[src/rtl/word_unpacker.sv]
// word_unpacker: splits one W-bit result word into N = W/DW output words,
// least-significant word first, with valid/ready handshakes on both sides.
// A new wide word can be taken on the same cycle the last narrow word leaves,
// so back-to-back words stream without a bubble.
// Optional feature macro: WORD_UNPACKER_LAST_EN adds an out_last port that
// flags the final narrow word of each wide word.

module word_unpacker #(
    parameter int W  = 96,
    parameter int DW = 32
) (
    input  logic          clk,
    input  logic          rst,
    input  logic          en,
    input  logic [W-1:0]  in_data,
    input  logic          in_valid,
    output logic          in_ready,
    output logic [DW-1:0] out_data,
    output logic          out_valid,
    input  logic          out_ready,
`ifdef WORD_UNPACKER_LAST_EN
    output logic          busy,
    output logic          out_last
`else
    output logic          busy
`endif
);

    localparam int N  = W / DW;
    localparam int CW = (N > 1) ? $clog2(N) : 1;
    localparam logic [CW-1:0] LAST_COUNT = CW'(N - 1);

    // The wide word must split into a whole number of narrow words.
    if ((DW <= 0) || (W % DW != 0)) begin : g_bad_width
        $error("word_unpacker: W (%0d) must be a positive multiple of DW (%0d)", W, DW);
    end

    typedef enum logic {
        IDLE,
        SEND
    } state_t;

    state_t        state;
    state_t        state_next;
    logic [W-1:0]  shreg;
    logic [CW-1:0] count;
    logic          at_last;
    logic          in_accept;
    logic          out_accept;

    assign at_last    = (count == LAST_COUNT);
    assign in_accept  = in_valid & in_ready;
    assign out_accept = out_valid & out_ready;
    assign out_data   = shreg[DW-1:0];

    // State register; reset drops any partially sent word.
    always_ff @(posedge clk or posedge rst) begin
        if (rst) begin
            state <= IDLE;
        end else begin
            state <= state_next;
        end
    end

    // Next state: leave SEND only when the last word goes out with nothing new to load.
    always_comb begin
        state_next = state;
        case (state)
            IDLE: begin
                if (in_accept) begin
                    state_next = SEND;
                end
            end
            SEND: begin
                if (out_accept && at_last && !in_accept) begin
                    state_next = IDLE;
                end
            end
            default: state_next = IDLE;
        endcase
    end

    // Handshake outputs; in SEND the input side opens only as the last word drains.
    always_comb begin
        in_ready  = 1'b0;
        out_valid = 1'b0;
        busy      = 1'b0;
        case (state)
            IDLE: begin
                in_ready = en & ~rst;
            end
            SEND: begin
                out_valid = en;
                busy      = 1'b1;
                in_ready  = en & at_last & out_ready;
            end
            default: begin
                in_ready  = 1'b0;
                out_valid = 1'b0;
                busy      = 1'b0;
            end
        endcase
    end

    // Shift register and word counter: load on input accept, shift on output accept.
    always_ff @(posedge clk or posedge rst) begin
        if (rst) begin
            shreg <= '0;
            count <= '0;
        end else if (state == IDLE) begin
            if (in_accept) begin
                shreg <= in_data;
                count <= '0;
            end
        end else if (out_accept) begin
            if (at_last) begin
                count <= '0;
                if (in_accept) begin
                    shreg <= in_data;
                end else begin
                    shreg <= shreg >> DW;
                end
            end else begin
                shreg <= shreg >> DW;
                count <= count + CW'(1);
            end
        end
    end

`ifdef WORD_UNPACKER_LAST_EN
    // Marks the final narrow word; gated by en exactly like out_valid.
    always_comb begin
        out_last = out_valid & at_last;
    end
`endif

endmodule

[config.mk]
export PLATFORM = sky130hd
export DESIGN_NAME = word_unpacker
export DESIGN_NICKNAME = d
export VERILOG_FILES = /design/src/rtl/word_unpacker.sv
export SDC_FILE = /design/constraint.sdc
export NUM_CORES = 1
export LEC_CHECK = 0
export ABC_AREA = 1
export BUFFER_PORTS_ARGS = -buffer_cell sky130_fd_sc_hd__buf_2
export CAP_MARGIN = 20
export CELL_PAD_IN_SITES_DETAIL_PLACEMENT = 1
export CELL_PAD_IN_SITES_GLOBAL_PLACEMENT = 2
export CORE_MARGIN = 4
export CORE_UTILIZATION = 33
export CTS_BUF_LIST = sky130_fd_sc_hd__clkbuf_4 sky130_fd_sc_hd__clkbuf_8
export CTS_CLUSTER_SIZE = 28
export DETAILED_ROUTE_END_ITERATION = 7
export GPL_TIMING_DRIVEN = 0
export MAX_ROUTING_LAYER = met4
export PLACE_DENSITY = 0.91
export SLEW_MARGIN = 30
export SYNTH_ARGS = -nofsm -noshare
export SYNTH_HDL_FRONTEND = slang
export SYNTH_SLANG_ARGS = --single-unit
[constraint.sdc]
create_clock -name clk -period 9 [get_ports clk]
set_input_delay 1.35 -clock clk [delete_from_list [all_inputs] [get_ports clk]]
set_output_delay 1.35 -clock clk [all_outputs]
set_load 0.05 [all_outputs]
Word-level counts from Yosys, hierarchy flattened
Index checks and enable logic that the tools add are counted.
Storage, ports and cells
  flip-flop bits (word level): 99
  bits in latches: 0
  RAM bits: 0
  bits in read-only memories: 0
  input port bits: 101
  output and inout port bits: 35
  word-level logic and storage cells: 33
  memories: 0
Cells by class
  add/sub/neg operators: 1
  multipliers: 0
  divide/modulo/power cells: 0
  order comparisons: 0
  equality and inequality tests: 2
  shifts and indexed selects: 0
  mux-type cells: 15
  bitwise gates (word level): 7
  reductions and logical operators: 5
Operators by type and width (number)
  96-bit two-way mux: 5
  2-bit two-way mux: 4
  1-bit AND: 5
  1-bit two-way mux: 4
  1-bit case mux with 2 select lines: 2
  2-bit by 1-bit adder with 2-bit output (second input constant): 1
  2-bit == test (second input constant): 1
  1-bit logical AND: 2
  2-bit by 1-bit inequality test with 1-bit output (second input constant): 1
  1-bit inverter: 2
  2-bit AND reduction: 1
  2-bit nonzero test: 1
  1-bit zero test: 1

Depth between registers and ports, before layout
Gate-level depths: netlist (run 1).
  word-level depth: 9
  depth in mapped cells: 9
  gate-level depth less buffers: 7

Worst setup path after synthesis (run 1)
Ideal clock, no wire load.
  kind: input port to flip-flop
  from: input port rst
  to: register shreg[14]
  setup time: 0.117 ns
  arrival time: 4.462 ns
  path slack: 4.421 ns
  stages: 8
  buffers on the path: 2
  cells stage by stage: inv_1 nand4_1 nand2_4 inv_2 buf_6 buf_6 nand2_1 nand2_1
On the way
  word-level cells in the longest chain between the ends: 8
Ends and longest elaborated chain
  start: declaration: line 13  | input logic rst,
  1-bit inverter *: line 90  | in_ready = en & ~rst;
  1-bit AND *: line 90
  1-bit case mux with 2 select lines *: line 88  | case (state)
  1-bit AND *: line 52  | assign in_accept = in_valid & in_ready;
  96-bit two-way mux: line 118  | if (in_accept) begin
  96-bit two-way mux: line 116  | if (at_last) begin
  96-bit two-way mux: line 115  | end else if (out_accept) begin
  96-bit two-way mux: line 110  | end else if (state == IDLE) begin
  end signal: assignment: line 112  | shreg <= in_data;
  end signal: assignment: line 119  | shreg <= in_data;
  end signal: assignment: line 121  | shreg <= shreg >> DW;
  end: declaration: line 45  | logic [W-1:0] shreg;
Every way passes the cells marked *; elsewhere a longest branch is shown, timed or not. The select of a mux whose other input is x is not followed.
A chain may end at the register's enable or synchronous reset.

Worst setup path after layout (run 1)
  from: input port en
  to: output port in_ready
On the way
  word-level cells in the longest chain between the ends: 3
Ends and longest elaborated chain
  start: declaration: line 14  | input logic en,
  1-bit AND (2 in a row): line 95  | in_ready = en & at_last & out_ready;
  1-bit case mux with 2 select lines *: line 88
  end: declaration: line 17  | output logic in_ready,
Every way passes the cells marked *; elsewhere a longest branch is shown, timed or not.

==> impl_metrics.toml, run 1 <==
[global_route]
overflow = 0
grt_pass1_vias = 4732
track_usage_pct = 17.1
grt_pass1_wl_mm = 23.7
grt_max_degree = 54
antenna_found_initial = 1

[cells_and_area]
layout-drive-gt1-share_pct = 26.6
layout.nets = 953
fill_cells = 2042
area_growth_syn_to_layout_pct = 22.3
final_cells = 1069

[yosys]
synthTopCellsByArea = "dfrtp_1 47%, nand2_1 19%, inv_1 9.5%"
ys_seq_area_share_pct = 47.0
syn-num-nets = 807
synth_edf_count = 0
async_reset_ff_share_pct = 100
synth_warnings = 0
synth.most_common_cell = "nand2_1"
synth_seq_cells = 99
avgSynthCellArea_sq_um = 7.46
yosysTopAreaCell = "dfrtp_1"
synthTopCellsByCount = "260 x nand2_1, 134 x inv_1, 99 x dfrtp_1, 97 x nand3_1, 32 x buf_4"
postSynthCellCount = 706
yosysTopAreaCellShare_pct = 47.0
syn_area_sq_um = 5270
synth_ff_type = "dfrtp_1"
yosysUniqueCellTypes = 21

[worst_hold_path]
hold_class = "flip-flop to flip-flop"
min-delay-start = "count[1]"
min_path_cells = 1
min_to = "count[0]"

[cts]
cts_resized = 0
cts_max_path_buffers = 2
ctsHoldBuffers = 0
numCtsBuffers = 9
cts_root_buf = "clkbuf_8"
clk_latency_ps = 380
path_clk_slew_ps = 90
htreeDepth = 3
cts.sink_count = 99
cts_tree = "built"
cts_setup_buffers = 0

[die]
rows = 45
start_util_pct = 34.2
die_y_microns = 134
core_area_sq_um = 15400
io_pins = 136
die_width_microns = 134
die_area_sq_um = 18100

[worst_setup_path]
r2r-end = "shreg[87]"
reg2reg_depth = 5
end_kind = "output pin"
crit_arrival_ps = 2550
rrSetupSlack_ps = 7360
worstSetupPathType = "input port to output pin"
crit_fanout = 10
crit_required_ps = 7650
start_kind = "input port"
reg2reg_from = "state"

[timing]
slew_viol_final = 0
maxSlewHeadroom_pct = 67.5
setup_viol = 0
fin_crit_sh_pct = 43.4
period_minus_slack_ps = 3900
clock_skew_ps = 8.41
fmax_mhz = 256
finalSetupTns_ps = 0
finalHoldViolCount = 0
rsz0062_at_grt = "false"
setup_ws_ps = 5100
tightest_slew_ps = 488

[run_status]
status = "finished clean"

[placed_design]
port_buffers = 134
placed_cells = 1052
dp_hpwl_mm = 10.9
gp_congestion = 0.813
place_ws_ps = 5090

[routing]
drt_iter0_drc = 129
vias = 4563
drt-vias-per-instance = 4.27
drt-pass1-iter-count = 4
route.detailed.drc = 0
routedWlPerCell_microns = 13.4
routed_wl_mm = 14.3
ant_nets = 0

[power]
leakagePower_nw = 3.83
ir_drop_mv = 0.132
p_per_area_nw_per_um2 = 331

[run]
drv_cap = 0
[sequential cells by signal (all words and copies together), names as in the netlist]
| register | cells |
|---|---|
| count | 2 |
| shreg | 96 |
| state | 1 |
[metal layers]
layer / routed length, microns / GRT usage (%) / share of wire [%] / vias to the layer above
met3: 692 / 4.73 / 4.8 / 21
met4: 267 / 4.64 / 1.9 / 0
met2: 6700 / 27.2 / 47 / 90
met1: 6660 / 21.5 / 46 / 2090
met5: 0 / - / 0 / -
li1: - / - / - / 2362
[through the flow]
stage	total power, mW	hold WS (ps)	area [sq um]	util, %
6_report	2.13	464	6440	41.8
5_1_grt	2.32	480	6440	41.8
4_1_cts	2.17	465	6440	41.7
3_5_place_dp	1.86	456	6240	40.4
3_3_place_gp	1.83	442	6200	40.2
2_1_floorplan	1.59	432	5270	-
[critical path: stages]
cell,delay [ps]
buf_2,110
nand2_1,100
nor2_4,160
inv_2,90
o21ai_4,270
buf_6,190
buf_2,270
[cell type report]
type	count	area (sq um)	share of cell area, %
clock buffers	14	168	2.60
multi-input cells	401	1730	26.8
clock inverters	2	35.0	0.544
plain buffers	69	548	8.51
flip-flops and latches	99	2480	38.5
diodes	1	2.50	0.0389
repair buffers	135	698	10.8
well taps	211	264	4.10
inverters	137	519	8.06
[power breakdown]
part | total (mW) | internal [mW] | switching [mW]
Sequential | 0.729 | 0.639 | 0.0901
Clock | 0.302 | 0.149 | 0.154
Combinational | 1.10 | 0.381 | 0.719
Total | 2.13 | 1.17 | 0.963
[cell families (layout without fill, tap and decap cells)]
| group | Yosys count | count (layout) | share of synthesized area, % |
|---|---|---|---|
| AOI/OAI and AO/OA | 38 | 38 | 4.25 |
| and+or+nand+nor | 363 | 363 | 28.6 |
| other | 0 | 1 | 0 |
| buffers and inverters | 206 | 357 | 20.2 |
| DFF | 99 | 99 | 47.0 |
[placed cells by master, fill, tap and decap left out]
cell	Yosys	layout
nand2_1	260	260
buf_2	15	149
inv_1	134	133
dfrtp_1	99	99
nand3_1	97	97
buf_4	32	32
buf_6	20	20
o21ai_0	17	17
o21ai_1	17	17
clkbuf_8	0	10
clkbuf_4	0	4
inv_2	3	3
clkbuf_1	2	2
diode_2	0	1
nor2_4	1	1
nor2_2	1	1
a31o_2	1	1
inv_6	0	1
nand4_1	1	1
nand2_4	1	1
a31oi_4	1	1
nor2_1	1	1
o21ai_4	1	1
nor3_1	1	1
o31ai_1	1	1
clkinv_2	0	1
bufinv_16	0	1
buf_16	0	1
[how the worst max path moves through the flow]
| stage | startpoint | endpoint | slack [ps] | depth (start not counted) |
|---|---|---|---|---|
| 2_1_floorplan | rst | shreg[14] | 4420 | 8 |
| 3_3_place_gp | rst | count[1] | 2970 | 6 |
| 3_5_place_dp | en | in_ready | 5090 | 7 |
| 4_1_cts | en | in_ready | 5090 | 7 |
| 5_1_grt | en | in_ready | 5010 | 7 |
| 6_report | en | in_ready | 5100 | 7 |
(Power assumes the default switching activity.)
==> run 2, diff against run 1 <==
--- a/config.mk
+++ b/config.mk
@@ -11,13 +11,13 @@
 export CELL_PAD_IN_SITES_DETAIL_PLACEMENT = 1
 export CELL_PAD_IN_SITES_GLOBAL_PLACEMENT = 2
 export CORE_MARGIN = 4
-export CORE_UTILIZATION = 33
+export CORE_UTILIZATION = 27
 export CTS_BUF_LIST = sky130_fd_sc_hd__clkbuf_4 sky130_fd_sc_hd__clkbuf_8
 export CTS_CLUSTER_SIZE = 28
 export DETAILED_ROUTE_END_ITERATION = 7
 export GPL_TIMING_DRIVEN = 0
 export MAX_ROUTING_LAYER = met4
-export PLACE_DENSITY = 0.91
+export PLACE_DENSITY = 0.8
 export SLEW_MARGIN = 30
 export SYNTH_ARGS = -nofsm -noshare
 export SYNTH_HDL_FRONTEND = slang
==> constraint.sdc (replaced) <==
create_clock -name clk -period 3.5 [get_ports clk]
set_input_delay 0.525 -clock clk [delete_from_list [all_inputs] [get_ports clk]]
set_output_delay 0.525 -clock clk [all_outputs]
set_load 0.05 [all_outputs]
==> run 2 against run 1 <==
Effect of this change: first-iteration DRC count grew 43%; sequential cell count is the same; die area grew 21%; routed wire length grew 5.5%; utilization shrank 6.8 points; sequential share of layout area shrank 1.1 points; critical path depth shrank 1; via count grew 0.85%; register-to-register slack lost 5500 ps; combinational power grew to 2.6 times the previous value; largest cell class unchanged; clock skew shrank 2.7 ps; sequential power grew to 2.6 times the previous value.
==> impl_metrics.toml, run 2 (synthesis results as in run 1) <==
[timing]
tightest_slew_ps = 500
setup_viol = 0
clock_skew_ps = 5.69
rsz0062_at_grt = "false"
fmax_mhz = 410
fin_crit_sh_pct = 69.7
setup_ws_ps = 1060
period_minus_slack_ps = 2440
maxSlewHeadroom_pct = 66.6
slew_viol_final = 0
finalHoldViolCount = 0

[power]
comb_power_share_pct = 50.0
net-switching-power_mw = 2.52
p_clk_share_pct = 17.2
ir_drop_mv = 0.264
power_mw = 5.69
p_per_area_nw_per_um2 = 859
intPower_mw = 3.18
swShare_pct = 44.2
leakagePower_nw = 3.87
seqPwrFrac_pct = 32.9

[routing]
routedWlPerCell_microns = 13.5
drt_iter0_drc = 185
route.detailed.drc = 0
ant_nets = 0
drt-vias-per-instance = 4.11
routed_wl_mm = 15.1
vias = 4602
drt-pass1-iter-count = 4

[cells_and_area]
largest_register_ffs = 96
layout.nets = 956
layout-drive-gt1-share_pct = 26.9
final_cell_area_sq_um = 6630
layout_common_cells = "260 x nand2_1, 149 x buf_2, 133 x inv_1, 99 x dfrtp_1, 97 x nand3_1"
layout_commonest_cell = "nand2_1"
reg_top3 = "shreg (96), count (2), state (1)"
num_antenna_cells = 0
fill_cells = 2425
area_growth_syn_to_layout_pct = 25.8
final_cells = 1120
largest_register = "shreg"

[cts]
clk_latency_ps = 380
cts.sink_count = 99
path_clk_slew_ps = 100
cts_resized = 0
cts_tree = "built"
cts_max_path_buffers = 2
htreeDepth = 3
cts_root_buf = "clkbuf_8"
cts_setup_buffers = 0
ctsHoldBuffers = 0
numCtsBuffers = 9

[worst_hold_path]
hold_class = "input port to asynchronous set/reset pin"

[worst_setup_path]
crit_chain = "nand2_1, nor2_4, inv_2, o21ai_4, buf_6, buf_2"
critPathSlowestCell = "dfrtp_1"
worst-path-buf-inv = 3
cpPeakStageDelay_ps = 390
cpLargestDelayFamily = "buffers and inverters"
crit_required_ps = 2970
worstSetupPathType = "flip-flop to output pin"
crit_arrival_ps = 1910
end_kind = "output pin"
start_kind = "flip-flop"
crit_fanout = 10

[run_status]
status = "finished clean"

[global_route]
antenna_found_initial = 0
grt_pass1_wl_mm = 25.1
grt_max_degree = 27
track_usage_pct = 14.7
overflow = 0
grt_pass1_vias = 5015

[run]
drv_cap = 0

[placed_design]
place_ws_ps = 1030
dp_hpwl_mm = 11.6
gp_congestion = 0.752
port_buffers = 134
placed_cells = 1104
place_area_sq_um = 6360

[die]
io_pins = 136
die_y_microns = 148
die_width_microns = 148
rows = 50
die_area_sq_um = 21800
start_util_pct = 27.8
core_area_sq_um = 19000
-- run 2: changes by cell type in the layout (fill, tap and decap cells not counted), sizes merged --
cell,change
buf,+3
bufinv,+3
clkbuf,-5
inv,-1
diode,-1
clkinvlp,+3
-- run 2: area by class of cell --
class / count / area (sq um) / share of cell area, %
inverters: 137 / 518 / 7.82
well taps: 260 / 325 / 4.91
plain buffers: 69 / 548 / 8.27
repair buffers: 138 / 766 / 11.6
flip-flops and latches: 99 / 2480 / 37.4
clock inverters: 7 / 140 / 2.11
multi-input cells: 401 / 1730 / 26.1
clock buffers: 9 / 124 / 1.87
-- run 2: final timing paths --
kind | end | from | slack (ps) | depth (start not counted)
hold reg to reg | shreg[5] | shreg[5] | 490 | 2
max in group asynchronous | shreg[85] | rst | 2420 | 5
min in group clk | shreg[64] | in_data[64] | 390 | 3
hold / removal | shreg[70] | rst | 200 | 2
setup reg to reg | shreg[82] | state | 1900 | 5
setup / recovery | in_ready | state | 1060 | 6
-- run 2: per-layer routing --
metal  vias up  share of wire [%]  global-route usage [%]
li1       2367                  -                       -
met5         -                  0                       -
met1      2133                 48                    19.5
met4         0                1.3                    4.19
met3        11                3.5                    1.96
met2        91                 47                    23.8
-- run 2: per-stage QoR --
stage	TNS (ps)	utilization (%)	hold WS, ps
global route	0	35.0	203
CTS	0	35.0	177
floorplan	0	-	432
global placement	-69430	33.1	454
detailed placement	0	33.6	466
finish	0	35.0	198
-- run 2: power groups by stage --
| stage | clock [mW] | sequential (mW) | combinational (mW) |
|---|---|---|---|
| after floorplan | 0 | 1.85 | 2.25 |
| final | 0.978 | 1.87 | 2.84 |
| after CTS | 1.02 | 1.88 | 2.92 |
| after global placement | 0 | 1.88 | 2.85 |
| after global routing | 1.06 | 1.94 | 3.19 |
| after detailed placement | 0 | 1.90 | 2.90 |
-- run 2: worst reg2reg max path, delay by kind of cell, from the launching register on --
| family | cells | cell delay [ps] |
|---|---|---|
| buf+inv | 2 | 560 |
| compound gates | 1 | 170 |
| simple gates | 2 | 320 |
| flops | 1 | 420 |
